==> src/rtl/song_out_ctrl.sv <==
// song_out_ctrl: selects one tone generator, mutes it outside PLAY, drives the buzzer pin.
// Latency: source pin to beep is 3 clk (2 sync flops + output register); keys add debounce time.
// No backpressure: free-running output stage. Optional macro BEEP_PWM_EN adds volume PWM on beep.
module song_out_ctrl #(
   parameter int unsigned DB_CYCLES  = 1000000,
   parameter int unsigned GAP_CYCLES = 5000000
) (
   input  logic       clk,
   input  logic       rst_n,
   input  logic       key_mode,
   input  logic       key_play,
   input  logic       piano_beep,
   input  logic       song1_beep,
   input  logic       song2_beep,
   input  logic       song3_beep,
`ifdef BEEP_PWM_EN
   input  logic [2:0] volume,
`endif
   output logic       beep,
   output logic [1:0] mode,
   output logic       playing
);

   localparam int unsigned DBW = $clog2(DB_CYCLES + 1);
   localparam int unsigned GW  = $clog2(GAP_CYCLES + 1);
   localparam logic [DBW-1:0] DB_LAST  = DBW'(DB_CYCLES - 1);
   localparam logic [GW-1:0]  GAP_LAST = GW'(GAP_CYCLES - 1);

   typedef enum logic [1:0] {
      ST_PAUSE = 2'd0,
      ST_PLAY  = 2'd1,
      ST_GAP   = 2'd2
   } state_e;

   // bit 0 key_mode, bit 1 key_play, bits 2..5 piano/song1/song2/song3
   logic [5:0] raw_in;
   logic [5:0] sync1_q, sync2_q;

   logic [1:0][DBW-1:0] db_cnt_q, db_cnt_d;
   logic [1:0]          key_acc_q, key_acc_d;
   logic [1:0]          key_press;

   state_e         state_q, state_d;
   logic [1:0]     mode_q, mode_d;
   logic           resume_q, resume_d;
   logic [GW-1:0]  gap_q, gap_d;
   logic           playing_q, playing_d;
   logic           beep_q, beep_d;
   logic           src_sel;
   logic           mode_press, play_press;

`ifdef BEEP_PWM_EN
   logic [2:0] pwm_cnt_q;
`endif

   assign raw_in = {song3_beep, song2_beep, song1_beep, piano_beep, key_play, key_mode};

   // Two-flop synchronisers for every asynchronous input.
   always_ff @(posedge clk or negedge rst_n) begin
      if (!rst_n) begin
         sync1_q <= '0;
         sync2_q <= '0;
      end else begin
         sync1_q <= raw_in;
         sync2_q <= sync1_q;
      end
   end

   // Debounce: a key level is accepted only after DB_CYCLES consecutive differing samples.
   always_comb begin
      db_cnt_d  = db_cnt_q;
      key_acc_d = key_acc_q;
      key_press = '0;
      for (int k = 0; k < 2; k++) begin
         if (sync2_q[k] == key_acc_q[k]) begin
            db_cnt_d[k] = '0;
         end else if (db_cnt_q[k] == DB_LAST) begin
            db_cnt_d[k]  = '0;
            key_acc_d[k] = sync2_q[k];
            key_press[k] = sync2_q[k];
         end else begin
            db_cnt_d[k] = db_cnt_q[k] + DBW'(1);
         end
      end
   end

   // Debounce counters and accepted key levels.
   always_ff @(posedge clk or negedge rst_n) begin
      if (!rst_n) begin
         db_cnt_q  <= '0;
         key_acc_q <= '0;
      end else begin
         db_cnt_q  <= db_cnt_d;
         key_acc_q <= key_acc_d;
      end
   end

   assign mode_press = key_press[0];
   assign play_press = key_press[1];

   // Next-state logic; a mode press always beats a play press in the same cycle.
   always_comb begin
      state_d  = state_q;
      mode_d   = mode_q;
      resume_d = resume_q;
      gap_d    = gap_q;
      unique case (state_q)
         ST_PAUSE: begin
            if (mode_press) begin
               mode_d   = mode_q + 2'd1;
               resume_d = 1'b0;
               gap_d    = '0;
               state_d  = ST_GAP;
            end else if (play_press) begin
               state_d = ST_PLAY;
            end
         end
         ST_PLAY: begin
            if (mode_press) begin
               mode_d   = mode_q + 2'd1;
               resume_d = 1'b1;
               gap_d    = '0;
               state_d  = ST_GAP;
            end else if (play_press) begin
               state_d = ST_PAUSE;
            end
         end
         ST_GAP: begin
            if (mode_press) begin
               mode_d = mode_q + 2'd1;
               gap_d  = '0;
            end else if (gap_q == GAP_LAST) begin
               gap_d   = '0;
               state_d = resume_q ? ST_PLAY : ST_PAUSE;
            end else begin
               gap_d = gap_q + GW'(1);
            end
         end
         default: begin
            state_d = ST_PAUSE;
         end
      endcase
      playing_d = (state_d == ST_PLAY);
   end

   // Source mux and mute; muting follows the registered state so beep drops one edge after leaving PLAY.
   always_comb begin
      src_sel = sync2_q[2 + {30'd0, mode_q}];
      beep_d  = (state_q == ST_PLAY) && src_sel;
`ifdef BEEP_PWM_EN
      beep_d  = beep_d && (pwm_cnt_q < volume);
`endif
   end

   // State, mode, gap timer and registered outputs.
   always_ff @(posedge clk or negedge rst_n) begin
      if (!rst_n) begin
         state_q   <= ST_PAUSE;
         mode_q    <= 2'd0;
         resume_q  <= 1'b0;
         gap_q     <= '0;
         playing_q <= 1'b0;
         beep_q    <= 1'b0;
      end else begin
         state_q   <= state_d;
         mode_q    <= mode_d;
         resume_q  <= resume_d;
         gap_q     <= gap_d;
         playing_q <= playing_d;
         beep_q    <= beep_d;
      end
   end

`ifdef BEEP_PWM_EN
   // Free-running PWM phase counter for volume.
   always_ff @(posedge clk or negedge rst_n) begin
      if (!rst_n) begin
         pwm_cnt_q <= 3'd0;
      end else begin
         pwm_cnt_q <= pwm_cnt_q + 3'd1;
      end
   end
`endif

   assign beep    = beep_q;
   assign mode    = mode_q;
   assign playing = playing_q;

endmodule

==> config.mk <==
export PLATFORM = sky130hd
export DESIGN_NAME = song_out_ctrl
export DESIGN_NICKNAME = d
export VERILOG_FILES = /design/src/rtl/song_out_ctrl.sv
export SDC_FILE = /design/constraint.sdc
export NUM_CORES = 1
export LEC_CHECK = 0
export ABC_AREA = 1
export CORE_MARGIN = 5
export CORE_UTILIZATION = 60
export CTS_CLUSTER_DIAMETER = 100
export DETAILED_ROUTE_END_ITERATION = 7
export HOLD_SLACK_MARGIN = 0.15
export PLACE_DENSITY = 0.81
export SETUP_SLACK_MARGIN = 0.15
export SYNTH_ARGS = -nofsm -noshare
export SYNTH_HDL_FRONTEND = slang
export SYNTH_SLANG_ARGS = --single-unit
==> constraint.sdc <==
create_clock -name clk -period 3.5 [get_ports clk]
set_input_delay 0.7 -clock clk [delete_from_list [all_inputs] [get_ports clk]]
set_output_delay 0.7 -clock clk [all_outputs]
set_load 0.05 [all_outputs]
==> results.md <==
* Outcome: finished clean
* Starting Density at 0.6100
* # clock sinks at 84
* Yosys synthesis warning count at 0
* Placeable Area at 7687 sq um
* Worst Path Required at 2800 ps
* Layout cells sized above 1 at 0.1003
* Syn Area/Cell at 7.726 sq um
* Root buf cell: clkbuf_8
* Die Width at about 98 um
* DRT antenna net count at 0
* Global route total overflow at 0
* Commonest non-fill, non-tap cell in the layout: nand2_1
* Post-DP HPWL at 7216 um
* Cells after synthesis at 607
* Largest delay share family, worst path: buffers and inverters
* Slew Viols, Final at 0
* Mapped Nets at about 600
* Post-Place Cells at 714
* Synth unique cells at 36
* CTS tree: built
* Non-Filler Instances at 730
* Slowest Stage Delay on Critical Path at 850 ps
* Endpoints failing hold at 0
* Seq/Total Area, Yosys at 0.4482
* HP Start: sync1_q[5]
* Row Count at 32
* Nets at between 600 and 700
* Gr usage total at 0.2175
* IO Port Bufs at 11
* WL final at 9954 um
* Hold WC Path Type: reg -> reg
* Die Ht at 98.41 um
* RSZ-0062 raised after global routing: false
* Final Cell Area at 5050 sq um
* Worst Max-Slew Pin Slew at 1027 ps
* Yosys reg bits at 84
* Postcts setup bufs at 0
* Power Density at between 300 and 400 nW/um^2
* Initial antenna violation count at 0
* H-Tree Depth at 3
* Detailed Routing Iterations Pass 1 at 5
* Dpl cell area at between 4000 and 5000 sq um
* Crit path launch type: flip-flop
* Via Count at 3991
* Signal arrival time at the worst endpoint at 1640 ps
* Slew headroom at 0.3152
* I/O Pins at 12
* Setup TNS Final at 0 ps
* Max Clk Rate at 426.7 MHz
* Maxcap violations at 0
* Drt drc at 0
* Final min period at 2344 ps
* Max Root-Sink Buffers at 2
* Crit path buf inv count at 1
* Element type at the critical path end: primary output
* Leak pwr at 0.002185 uW
* Global placement routability congestion at 0.9115
* Fillers at approximately 670
* Antenna Cells at 0
* Reg area at 2102 sq um
* Clk slew on worst S/H paths at 70 ps
* Clk_lat worst skew at 350 ps
* Area of the multi-input gates at 2266 sq um
* Commonest cells after routing, fill and taps aside: 150 x nand2_1, 96 x nor2_1, 84 x dfrtp_1
* Worst clock skew at 11.74 ps
* Critical path's slowest cell: clkdlybuf4s50_1
* Resize count post-CTS at 0
* First-pass GRT wire length at ~18000 um
* Final setup fails at 0
* Mapped Area at between 4000 and 5000 sq um
* Worst reg-to-reg setup slack at 1480 ps
* Cells along the critical path: clkdlybuf4s50_1
* Post-CTS Hold Buffers at 0
* Setup crit start: mode[0]
* Critical path fanouts, max at 6
* Largest net degree at the start of global routing at 85
* Vias in the first global route at 4033
* Critical path type: reg -> out
* CTS buffer count at 9
* Initial drt markers at 222
* Die footprint at 9684 sq um
* Via density at 5.467
* FF-to-FF Start: gap_q[0]
* VDD IR max at 0.0003367 V
* Area growth, synth to finish at 7.684%
* Drt wl/cell at 13.64 um
* Final worst-path cycle share at 0.6696
-- worst register-to-register path, stage by stage, from the launching register on --
cell,delay [ps]
dfrtp_1,450
ha_1,300
nand3_2,130
clkinv_1,120
nand3_1,90
nor2_1,50
nand2_1,120
nand3_2,360
o21ai_0,320
-- synthesized netlist by cell type (all sizes together) --
cell | count | share of area
xor2 | 16 | 0.030
ha | 3 | 0.0080
nor3 | 23 | 0.029
a211oi | 2 | 0.0032
dfrtp | 84 | 0.45
nand3 | 44 | 0.055
o21ai | 21 | 0.029
o21bai | 2 | 0.0032
a21oi | 12 | 0.014
and3 | 1 | 0.0013
clkinv | 2 | 0.0016
a31o | 2 | 0.0037
nand2 | 165 | 0.14
a31oi | 1 | 0.0013
and2 | 2 | 0.0027
buf | 6 | 0.012
a221oi | 1 | 0.0019
nand3b | 2 | 0.0032
nand4 | 25 | 0.033
nor3b | 8 | 0.013
inv | 69 | 0.055
xnor2 | 8 | 0.015
nor2 | 108 | 0.095
-- logic make-up after synthesis --
group                      count (synthesis)  share of synthesized area
AOI/OAI and AO/OA                         41                    0.05576
xor gates and xnor gates                  24                    0.04482
adders and majority gates                  3                   0.008005
buffers and inverters                     77                    0.06857
DFF                                       84                     0.4482
and+or+nand+nor                          378                     0.3746
-- per-stage QoR --
step | total power, uW | hold WS [ps] | setup slack, ps | util
after detailed placement | 1061 | 336.4 | 1492 | 0.6335
after global routing | 1751 | 359.3 | 1124 | 0.6569
after CTS | 1701 | 354.0 | 1159 | 0.6569
after global placement | 1058 | 333.3 | 1575 | 0.6335
after floorplan | 1027 | 331.2 | 1914 | -
final | 1683 | 354.1 | 1156 | 0.6569
-- where the power goes --
| part | switching [uW] | internal [uW] |
|---|---|---|
| registers | 6.39 | 982 |
| logic | 36.2 | 15.0 |
| clock network | 345 | 298 |
| total | 388 | 1290 |
-- registers in the layout, summed over array words and instances, names as in the netlist --
register / cells
sync1_q: 6
beep: 1
sync2_q: 6
gap_q: 23
mode: 2
db_cnt_q: 40
state_q: 2
key_acc_q: 2
playing: 1
resume_q: 1
-- layout make-up --
cell class,instances,area share
inverter,71,0.05278
clock inverter,3,0.004212
tap,102,0.02527
clock buffer,13,0.03147
multi-input combinational,446,0.4487
timing repair buffer,11,0.02131
sequential,84,0.4163
-- layer usage --
layer,vias to the layer above,track usage,part of all wire
li1,1978,-,-
met3,18,0.03214,0.044
met4,0,0.08508,0.017
met1,1894,0.2909,0.46
met5,-,0,0
met2,101,0.3573,0.48
-- path summary, 6_finish.rpt --
check | to | cells past startpoint
worst min register to register | sync2_q[5] | 0
worst max-delay path | mode[0] | 1
worst min-delay path | sync2_q[5] | 0
min in group asynchronous | gap_q[6] | 1
worst max register to register | gap_q[0] | 8
max in group asynchronous | sync2_q[5] | 1
Note: power is estimated with default switching activity, not from simulation.
